**src/rtl/enc_pkg.sv**
```systemverilog
// enc_pkg: shared types and constants for the encoder parameter controller.
// Holds the FSM state type, the reset-value helper and the step sizes.
package enc_pkg;

  typedef enum logic [1:0] {
    ST_PRIME = 2'd0,
    ST_IDLE  = 2'd1,
    ST_APPLY = 2'd2
  } state_t;

  localparam int STEP_SLOW = 1;
  localparam int STEP_FAST = 4;

  function automatic int rst_val(input int vmax);
    return vmax / 2;
  endfunction

endpackage

```
**src/rtl/btn_debounce.sv**
```systemverilog
// btn_debounce: 2-flop synchroniser + stability filter, one-cycle rise pulse.
// Ports: clk, rst (sync, active-high), i_btn (raw level), o_rise (pulse).
module btn_debounce #(
  parameter int DEB_CYCLES = 50000
) (
  input  logic clk,
  input  logic rst,
  input  logic i_btn,
  output logic o_rise
);

  localparam int CW = $clog2(DEB_CYCLES + 1);

  logic          r_s1;
  logic          r_s2;
  logic          r_stable;
  logic [CW-1:0] r_cnt;

  // r_cnt counts consecutive cycles where the synced input
  // differs from the accepted level; any agreement restarts it.
  always_ff @(posedge clk) begin
    if (rst) begin
      r_s1     <= 1'b0;
      r_s2     <= 1'b0;
      r_stable <= 1'b0;
      r_cnt    <= '0;
      o_rise   <= 1'b0;
    end else begin
      r_s1   <= i_btn;
      r_s2   <= r_s1;
      o_rise <= 1'b0;
      if (r_s2 == r_stable) begin
        r_cnt <= '0;
      end else if (r_cnt == CW'(DEB_CYCLES - 1)) begin
        r_stable <= r_s2;
        r_cnt    <= '0;
        o_rise   <= r_s2;
      end else begin
        r_cnt <= r_cnt + 1'b1;
      end
    end
  end

endmodule

```
**src/rtl/enc_param_ctrl.sv**
```systemverilog
// enc_param_ctrl: encoder deltas adjust a bank of saturating values;
// a debounced button cycles the selected entry.
// Ports: clk, rst (sync, active-high), count, btn in;
// sel, sel_value, values (flattened), upd_valid, upd_idx out.
// Macro ENC_PARAM_ACCEL_EN: step 4 when APPLYs come within ACCEL_WINDOW.
module enc_param_ctrl
  import enc_pkg::*;
#(
  parameter int CNT_WIDTH    = 8,
  parameter int NUM_PARAMS   = 4,
  parameter int VAL_WIDTH    = 8,
  parameter int VAL_MAX      = 255,
  parameter int DEB_CYCLES   = 50000,
  parameter int ACCEL_WINDOW = 100000
) (
  input  logic                              clk,
  input  logic                              rst,
  input  logic [CNT_WIDTH-1:0]              count,
  input  logic                              btn,
  output logic [$clog2(NUM_PARAMS)-1:0]     sel,
  output logic [VAL_WIDTH-1:0]              sel_value,
  output logic [NUM_PARAMS*VAL_WIDTH-1:0]   values,
  output logic                              upd_valid,
  output logic [$clog2(NUM_PARAMS)-1:0]     upd_idx
);

  localparam int SELW = $clog2(NUM_PARAMS);
  localparam int SW   = VAL_WIDTH + CNT_WIDTH + 3;
  localparam logic [VAL_WIDTH-1:0] RST_VAL =
    VAL_WIDTH'(rst_val(VAL_MAX));
  localparam logic [VAL_WIDTH-1:0] MAX_V = VAL_WIDTH'(VAL_MAX);
  localparam logic signed [SW-1:0] MAX_S = SW'(VAL_MAX);

  if (NUM_PARAMS < 2 || NUM_PARAMS > 16 ||
      DEB_CYCLES < 1 || ACCEL_WINDOW < 1) begin : g_bad_param
    $error("enc_param_ctrl: parameter out of range");
  end

  state_t                r_state;
  logic [CNT_WIDTH-1:0]  r_prev;
  logic [CNT_WIDTH-1:0]  r_delta;
  logic [SELW-1:0]       r_idx;
  logic [SELW-1:0]       r_sel;
  logic [SELW-1:0]       r_upd_idx;
  logic                  r_upd_valid;
  logic [VAL_WIDTH-1:0]  r_vals [NUM_PARAMS];

  logic                  w_rise;
  logic [CNT_WIDTH-1:0]  w_delta;
  logic [SELW-1:0]       w_sel_nxt;
  logic signed [SW-1:0]  w_old;
  logic signed [SW-1:0]  w_inc;
  logic signed [SW-1:0]  w_step;
  logic signed [SW-1:0]  w_sum;
  logic [VAL_WIDTH-1:0]  w_new;

  btn_debounce #(
    .DEB_CYCLES(DEB_CYCLES)
  ) u_deb (
    .clk    (clk),
    .rst    (rst),
    .i_btn  (btn),
    .o_rise (w_rise)
  );

  assign w_delta   = count - r_prev;
  assign w_sel_nxt = (r_sel == SELW'(NUM_PARAMS - 1)) ?
                     '0 : r_sel + 1'b1;

  // Widen old value (unsigned) and delta (signed) before the
  // multiply so neither the product nor the sum can wrap.
  assign w_old = $signed({{(SW-VAL_WIDTH){1'b0}}, r_vals[r_idx]});
  assign w_inc = $signed({{(SW-CNT_WIDTH){r_delta[CNT_WIDTH-1]}},
                          r_delta});
  assign w_sum = w_old + w_inc * w_step;

  always_comb begin
    w_new = '0;
    if (w_sum < 0)          w_new = '0;
    else if (w_sum > MAX_S) w_new = MAX_V;
    else                    w_new = w_sum[VAL_WIDTH-1:0];
  end

`ifdef ENC_PARAM_ACCEL_EN
  localparam int AW_W = $clog2(ACCEL_WINDOW + 1);
  logic [AW_W-1:0] r_acc;

  assign w_step = (r_acc < AW_W'(ACCEL_WINDOW)) ?
                  SW'(STEP_FAST) : SW'(STEP_SLOW);

  always_ff @(posedge clk) begin
    if (rst)                             r_acc <= '0;
    else if (r_state == ST_APPLY)        r_acc <= '0;
    else if (r_acc != AW_W'(ACCEL_WINDOW)) r_acc <= r_acc + 1'b1;
  end
`else
  assign w_step = SW'(STEP_SLOW);
`endif

  always_ff @(posedge clk) begin
    if (rst) begin
      r_state     <= ST_PRIME;
      r_prev      <= '0;
      r_delta     <= '0;
      r_idx       <= '0;
      r_sel       <= '0;
      r_upd_valid <= 1'b0;
      r_upd_idx   <= '0;
      for (int i = 0; i < NUM_PARAMS; i++) r_vals[i] <= RST_VAL;
    end else begin
      r_upd_valid <= 1'b0;
      if (w_rise) r_sel <= w_sel_nxt;
      unique case (r_state)
        ST_PRIME: begin
          r_prev  <= count;
          r_state <= ST_IDLE;
        end
        ST_IDLE: begin
          r_prev <= count;
          if (w_delta != '0) begin
            r_delta <= w_delta;
            r_idx   <= r_sel;
            r_state <= ST_APPLY;
          end
        end
        ST_APPLY: begin
          // r_prev holds: changes seen here roll into the next delta.
          if (w_new != r_vals[r_idx]) begin
            r_vals[r_idx] <= w_new;
            r_upd_valid   <= 1'b1;
            r_upd_idx     <= r_idx;
          end
          r_state <= ST_IDLE;
        end
        default: r_state <= ST_PRIME;
      endcase
    end
  end

  for (genvar g = 0; g < NUM_PARAMS; g++) begin : g_vals
    assign values[g*VAL_WIDTH +: VAL_WIDTH] = r_vals[g];
  end

  assign sel       = r_sel;
  assign sel_value = r_vals[r_sel];
  assign upd_valid = r_upd_valid;
  assign upd_idx   = r_upd_idx;

endmodule

```
**config.mk**
```make
export PLATFORM = sky130hd
export DESIGN_NAME = enc_param_ctrl
export DESIGN_NICKNAME = d
export VERILOG_FILES = /design/src/rtl/enc_pkg.sv /design/src/rtl/btn_debounce.sv /design/src/rtl/enc_param_ctrl.sv
export SDC_FILE = /design/constraint.sdc
export NUM_CORES = 1
export LEC_CHECK = 0
export BUFFER_PORTS_ARGS = -buffer_cell sky130_fd_sc_hd__buf_4
export CAP_MARGIN = 20
export CORE_MARGIN = 8
export CORE_UTILIZATION = 54
export CTS_CLUSTER_SIZE = 12
export DETAILED_ROUTE_END_ITERATION = 10
export PLACE_DENSITY = 0.83
export SLEW_MARGIN = 20
export SYNTH_ARGS = -nofsm -noshare
export SYNTH_HDL_FRONTEND = slang
export SYNTH_SLANG_ARGS = --single-unit
export TNS_END_PERCENT = 20
```
**constraint.sdc**
```tcl
create_clock -name clk -period 4.7 [get_ports clk]
set_clock_uncertainty 0.1 [all_clocks]
set_input_delay 0.47 -clock clk [delete_from_list [all_inputs] [get_ports clk]]
set_output_delay 0.47 -clock clk [all_outputs]
set_load 0.01 [all_outputs]
```
==> impl_metrics.ini, run 1 <==
[sta]
setup_viol = 0
hold_viol = 0
relSlewSlack_pct = 28.6
period_share_pct = 95.5
slew_violations = 0
fmax_ghz = 0.223
setup_tns_ns = 0
period_minus_slack_ns = 4.49
hold_slack_ns = 0.235
worst-slew-pin-transition_ns = 1.07
rsz0062_at_grt = no

[clock_network]
cts_root_buf = clkbuf_8
clk_latency_ns = 0.36
clk_pin_slew_worst_paths_ns = 0.09
cts_sinks = 81
clock_path_buffers = 2
numCtsBuffers = 9
cts_setup_buffers = 0
cts_tree = done
h-tree-depth = 3

[synth]
syn_area_sq_um = 5040
yosysTopAreaCell = dfxtp_1
async_reset_ff_share_pct = 0
synth_commonest_cells = 78 x nor2_1, 49 x dfxtp_1, 41 x nand3_1
ys_ff_latch = 81
yosysMostFrequentCell = nor2_1
yosys_warnings = 0
synthDominantCellAreaShare_pct = 19.5
ys_seq_area_share_pct = 38.6
synth_edf_count = 32
avgSynthCellArea_sq_um = 9.47
ys.flop_type = dfxtp_1
synth_cell_type_count = 67
syn_inst = 532
ys_top_cells_by_area = dfxtp_1 19%, edfxtp_1 19%, mux4_2 7.2%
syn-num-nets = 563

[routing]
viasPerCell = 6.18
wl_met3_microns = 900
routedWlPerCell_microns = 18.1
top_layer = met4
drc = 0
drt_iter0_drc = 344
antenna_left = 0
vias = 4317
totalWireLength_mm = 12.6
wl_met2_mm = 6.27
drtPass1Iterations = 5
drt-met1-wl_mm = 5.29

[floorplan]
fp.dieW_microns = 113
num_rows = 35
ios = 56
die-area_sq_um = 12700
fp.coreArea_sq_um = 9150
die_h_microns = 113
start_util_pct = 55.0

[worst_setup_path]
crit_path_start_kind = flop
arrival_ns = 4.48
path_cells = mux4_2 > ha_1 > fa_1 > a211oi_4 > nor2_1 > o21ai_1 > a21oi_1 > a2111o_1 > a221o_1 > or3b_1 > a41o_2
cp.buffers_inverters = 0
reg2reg_depth = 11
cp_top_family = compound AO/OA/AOI/OAI gates
cpPeakStageDelay_ns = 0.58
crit_type = flop to flop
end_kind = flop
required_ns = 4.69
rrSetupSlack_ns = 0.21
crit_slowest_cell = mux4_2
cp_max_fo = 8
reg2reg_to = r_vals[3][6]

[finish]
design_area_sq_um = 5810
diodes = 0
drive_above_1_share_pct = 21.3
area_delta_synth_final_pct = 15.4
nets = 613
fillers = 751

[grt]
grt_max_degree = 34
grt_pass1_wl_mm = 20.1
overflow = 0
grt_antenna_before_repair = 0
grt_pass1_vias = 4001
track_usage_pct = 19.7

[flow_run]
drv_cap = 0

[placed_design]
dp_hpwl_mm = 9.39
routabilityCongestion = 0.877
placed_area_sq_um = 5570
portBuffers = 55

[hold_path]
hold_class = input port to flop
holdPathEnd = u_deb.r_s1
hold_depth = 2
min_from = btn

[power_and_ir_drop]
pwr-share-clk_pct = 29.7
pwr-share-seq_pct = 41.3
p_sw_w = 0.000604
cellPowerDensity_nw_per_um2 = 318
peakVddDrop_uv = 218
swShare_pct = 32.7
p_leak_nw = 2.06
intPower_w = 0.00125
combPwrFrac_pct = 28.9

[run_status]
status = finished, final reports clean
[layout by cell type, fill, tap and decap left out, types with 5 or more instances in the layout]
master,netlist,final
nor2_1,78,78
buf_4,1,71
dfxtp_1,49,49
nand3_1,41,41
edfxtp_1,32,32
inv_1,20,20
nand2_1,18,18
ha_1,18,18
a21oi_1,17,17
mux4_2,16,16
o21ai_0,17,15
mux2i_1,15,15
nor2b_1,13,13
xor2_1,12,12
xnor2_1,10,10
and3_1,10,10
o2111ai_1,9,9
nor3_1,10,9
clkbuf_8,0,9
o211ai_1,7,7
nand3b_1,7,7
and2_1,6,6
a21o_1,5,5
o21ai_1,3,5
a211oi_1,6,5
or2_2,5,5
nand2b_1,5,5
[layout make-up]
| cell class | count | area [sq um] | share of cell area (%) |
|---|---|---|---|
| multi-input combinational | 398 | 2890 | 49.7 |
| sequential | 81 | 1940 | 33.4 |
| timing repair buffer | 72 | 553 | 9.52 |
| clock buffer | 11 | 153 | 2.63 |
| tap | 111 | 139 | 2.39 |
| inverter | 20 | 75.1 | 1.29 |
| clock inverter | 5 | 60.1 | 1.03 |
[metal layers]
layer	vias up	global-route usage, %
met5	-	0
met4	0	6.21
met3	13	4.78
met2	158	34.0
met1	2085	23.5
li1	2061	-
[flip-flops by register name (all words and copies together), names as in the netlist, 2 cells and up, named ones only]
signal,cells
r_idx,2
r_vals,32
upd_idx,2
r_prev,8
u_deb.r_cnt,16
r_delta,8
r_state,2
sel,2
[through the flow]
step                      utilization [%]  worst slack [ns]  total power [W]  instances
after floorplan                         -             0.285          0.00115        532
after CTS                            63.2            0.0677          0.00183        698
final                                63.5             0.209          0.00185        698
after global routing                 63.5            0.0105          0.00193        698
after detailed placement             60.9            0.0830          0.00129        682
after global placement               60.9             0.162          0.00128        682
[cells by family (layout without fill, tap and decap cells)]
| group | after synthesis | count (layout) | share of synthesized area, % |
|---|---|---|---|
| and+or+nand+nor | 222 | 222 | 22.9 |
| AOI/OAI and AO/OA | 100 | 100 | 14.0 |
| xor gates and xnor gates | 22 | 22 | 3.83 |
| muxes | 34 | 34 | 10.8 |
| buffers and inverters | 53 | 108 | 4.60 |
| adders and majority gates | 20 | 20 | 5.27 |
| DFF | 81 | 81 | 38.6 |
[power groups by stage]
stage | logic [W] | registers [W] | clock network (W)
floorplan | 0.000374 | 0.000775 | 0
detailed placement | 0.000510 | 0.000780 | 0
global placement | 0.000501 | 0.000780 | 0
CTS | 0.000514 | 0.000764 | 0.000556
finish | 0.000535 | 0.000764 | 0.000550
global route | 0.000579 | 0.000767 | 0.000582
[worst max path at each step]
stage	from	end	slack, ns	cells past startpoint
detailed placement	flop	r_vals[3][5]	0.08	11
finish	flop	r_vals[3][6]	0.21	11
CTS	flop	r_vals[3][6]	0.07	11
global placement	flop	r_vals[3][5]	0.16	11
global route	flop	r_vals[3][2]	0.01	11
floorplan	flop	r_vals[1][0]	0.28	14
[what timing repair did]
action                                  4_1_cts  5_1_grt
hold endpoints to repair                      0        0
hold buffers                                  0        0
endpoints found under the setup margin        0       56
gates resized for setup                       0        7
Note: power is estimated with default switching activity, not from simulation.
==> run 2: changes to the inputs <==
ABC_AREA = 1   (was not set)
CORE_UTILIZATION = 53   (was 54)
==> impl_metrics.ini, run 2 <==
[run_status]
status = finished, final reports clean

[floorplan]
start_util_pct = 54.7
fp.coreArea_sq_um = 8220
ios = 56
fp.dieW_microns = 108
die-area_sq_um = 11700
num_rows = 33
die_h_microns = 108

[grt]
grt_antenna_before_repair = 0
grt_pass1_wl_mm = 19.2
grt_max_degree = 20
grt_pass1_vias = 3995
overflow = 0
track_usage_pct = 20.6

[power_and_ir_drop]
swShare_pct = 33.3
peakVddDrop_uv = 195
p_sw_w = 0.000553
combPwrFrac_pct = 24.6
p_leak_nw = 2.19
pwr-share-seq_pct = 46.4
pwr-share-clk_pct = 29.0
intPower_w = 0.00111
cellPowerDensity_nw_per_um2 = 322

[finish]
design_area_sq_um = 5160
largest_reg_flops = 32
nets = 640
drive_above_1_share_pct = 17.4
top_regs = r_vals (32), u_deb.r_cnt (16)
diodes = 0
final_cell_mix = 104 x nand2_1, 60 x buf_4, 58 x inv_1, 52 x nor2_1, 49 x dfxtp_1
area_delta_synth_final_pct = 14.7
final_common_cell = nand2_1
largest_register = r_vals

[worst_setup_path]
cpPeakStageDelay_ns = 0.62
required_ns = 4.59
critPathMostFrequentCell = nand2_1
crit_path_start_kind = flop
reg2reg_depth = 22
end_kind = flop
crit_type = flop to flop
rrSetupSlack_ns = 0.41
crit_slowest_cell = o21ai_1
reg2reg_to = r_vals[1][1]
path_cells = inv_1 > o21ai_0 > o22ai_1 > ha_1 > fa_1 > nand3_1 > nand2_1 > nand2_1 > inv_1 > nor2_1 > nand2_2 > nand2_8 > nand2_4 > nand2_4 > nand2_1 > nand2_1 > inv_1 > nand2_1 > nor2_1 > nand2_2 > nand4_1 > o21ai_1
cp_max_fo = 16
arrival_ns = 4.18

[placed_design]
routabilityCongestion = 0.910
dp_hpwl_mm = 8.99
placed_area_sq_um = 4970
portBuffers = 55

[sta]
fmax_ghz = 0.233
worst-slew-pin-transition_ns = 0.710
rsz0062_at_grt = no
hold_slack_ns = 0.214
setup_viol = 0
period_minus_slack_ns = 4.29
hold_viol = 0
relSlewSlack_pct = 52.3
setup_tns_ns = 0
slew_violations = 0
period_share_pct = 91.3

[synth]
synthDominantCellAreaShare_pct = 21.8
syn_area_sq_um = 4490
async_reset_ff_share_pct = 0
synth_edf_count = 32
avgSynthCellArea_sq_um = 8.07
syn_inst = 557
yosys_warnings = 0
ys_top_cells_by_area = dfxtp_1 22%, edfxtp_1 21%, nand2_1 8.7%
syn-num-nets = 588
yosysTopAreaCell = dfxtp_1
yosysMostFrequentCell = nand2_1
ys.flop_type = dfxtp_1
synth_commonest_cells = 104 x nand2_1, 58 x inv_1, 52 x nor2_1
ys_seq_area_share_pct = 43.2
synth_cell_type_count = 38
ys_ff_latch = 81

[clock_network]
h-tree-depth = 3
cts_setup_buffers = 0
postCtsHoldBufs = 0
cts_resized = 0
clk_pin_slew_worst_paths_ns = 0.09
cts_root_buf = clkbuf_8
clock_path_buffers = 2
cts_sinks = 81
numCtsBuffers = 9
clk_latency_ns = 0.36
cts_tree = done

[hold_path]
min_from = btn
hold_class = input port to flop
holdPathEnd = u_deb.r_s1
hold_depth = 3

[routing]
vias = 4079
drtPass1Iterations = 4
viasPerCell = 5.67
drt_iter0_drc = 253
drc = 0
routedWlPerCell_microns = 16.3
totalWireLength_mm = 11.7
antenna_left = 0

[flow_run]
drv_cap = 0
==> run 2: changes by cell type in the layout (fill, tap and decap cells not counted), sizes merged, moves of 13 or more <==
| cell | before | now |
|---|---|---|
| nor2 | 78 | 55 |
| nor2b | 13 | 0 |
| nand2 | 19 | 126 |
| o21ai | 20 | 34 |
| inv | 22 | 63 |
| mux4 | 16 | 0 |
| a21oi | 17 | 43 |
| nand4 | 4 | 23 |
| mux2i | 15 | 0 |
==> run 2: cells by family (layout without fill, tap and decap cells) <==
group / Yosys count / in the layout / synth area share [%]
flops: 81 / 81 / 43.2
buf+inv: 80 / 137 / 7.46
simple gates: 263 / 263 / 28.5
fa+ha+maj: 20 / 20 / 5.90
compound gates: 97 / 97 / 11.9
xor+xnor: 16 / 16 / 3.12
==> run 2: layout make-up <==
cell class,instances,area [sq um]
clock buffers,10,138
clock inverters,6,48.8
fillers,691,3060
inverters,61,229
multi-input cells,396,2220
flip-flops and latches,81,1940
well taps,105,131
repair buffers,60,450
==> run 2: power groups by stage <==
stage	registers [W]	logic (W)	clock network (W)
finish	0.000770	0.000408	0.000481
detailed placement	0.000786	0.000402	0
floorplan	0.000782	0.000312	0
CTS	0.000770	0.000405	0.000490
global placement	0.000786	0.000392	0
global route	0.000773	0.000459	0.000517
==> run 2: per-layer routing <==
layer,track usage (%),part of all wire (%),up-vias
li1,-,-,1991
met1,24.8,42,1896
met2,34.2,47,169
met3,5.18,9.0,23
met4,8.42,2.3,0
met5,0,0,-
==> run 2: worst max path at each step <==
| stage | from | endpoint | slack, ns |
|---|---|---|---|
| global placement | flop | r_vals[1][2] | 0.32 |
| finish | flop | r_vals[1][1] | 0.41 |
| global route | flop | r_vals[1][1] | 0.01 |
| detailed placement | flop | r_vals[1][4] | 0.18 |
| floorplan | flop | r_vals[1][0] | 0.93 |
| CTS | flop | r_vals[1][1] | 0.17 |
==> run 2: critical path, delay by kind of cell, from the launching register on <==
family / cells / cell delay (ns)
buffers and inverters: 3 / 0.34
adder cells (fa/ha/maj): 2 / 0.71
AND/OR/NAND/NOR: 14 / 1.27
AO/OA/AOI/OAI: 3 / 1.03
flip-flops: 1 / 0.45
==> run 2: metrics by stage <==
| step | setup WS (ns) | instances | power [W] | util [%] |
|---|---|---|---|---|
| finish | 0.410 | 719 | 0.00166 | 62.8 |
| CTS | 0.165 | 719 | 0.00166 | 62.8 |
| detailed placement | 0.178 | 703 | 0.00119 | 60.5 |
| floorplan | 0.927 | 557 | 0.00109 | - |
| global placement | 0.318 | 703 | 0.00118 | 60.5 |
| global route | 0.0109 | 719 | 0.00175 | 62.8 |
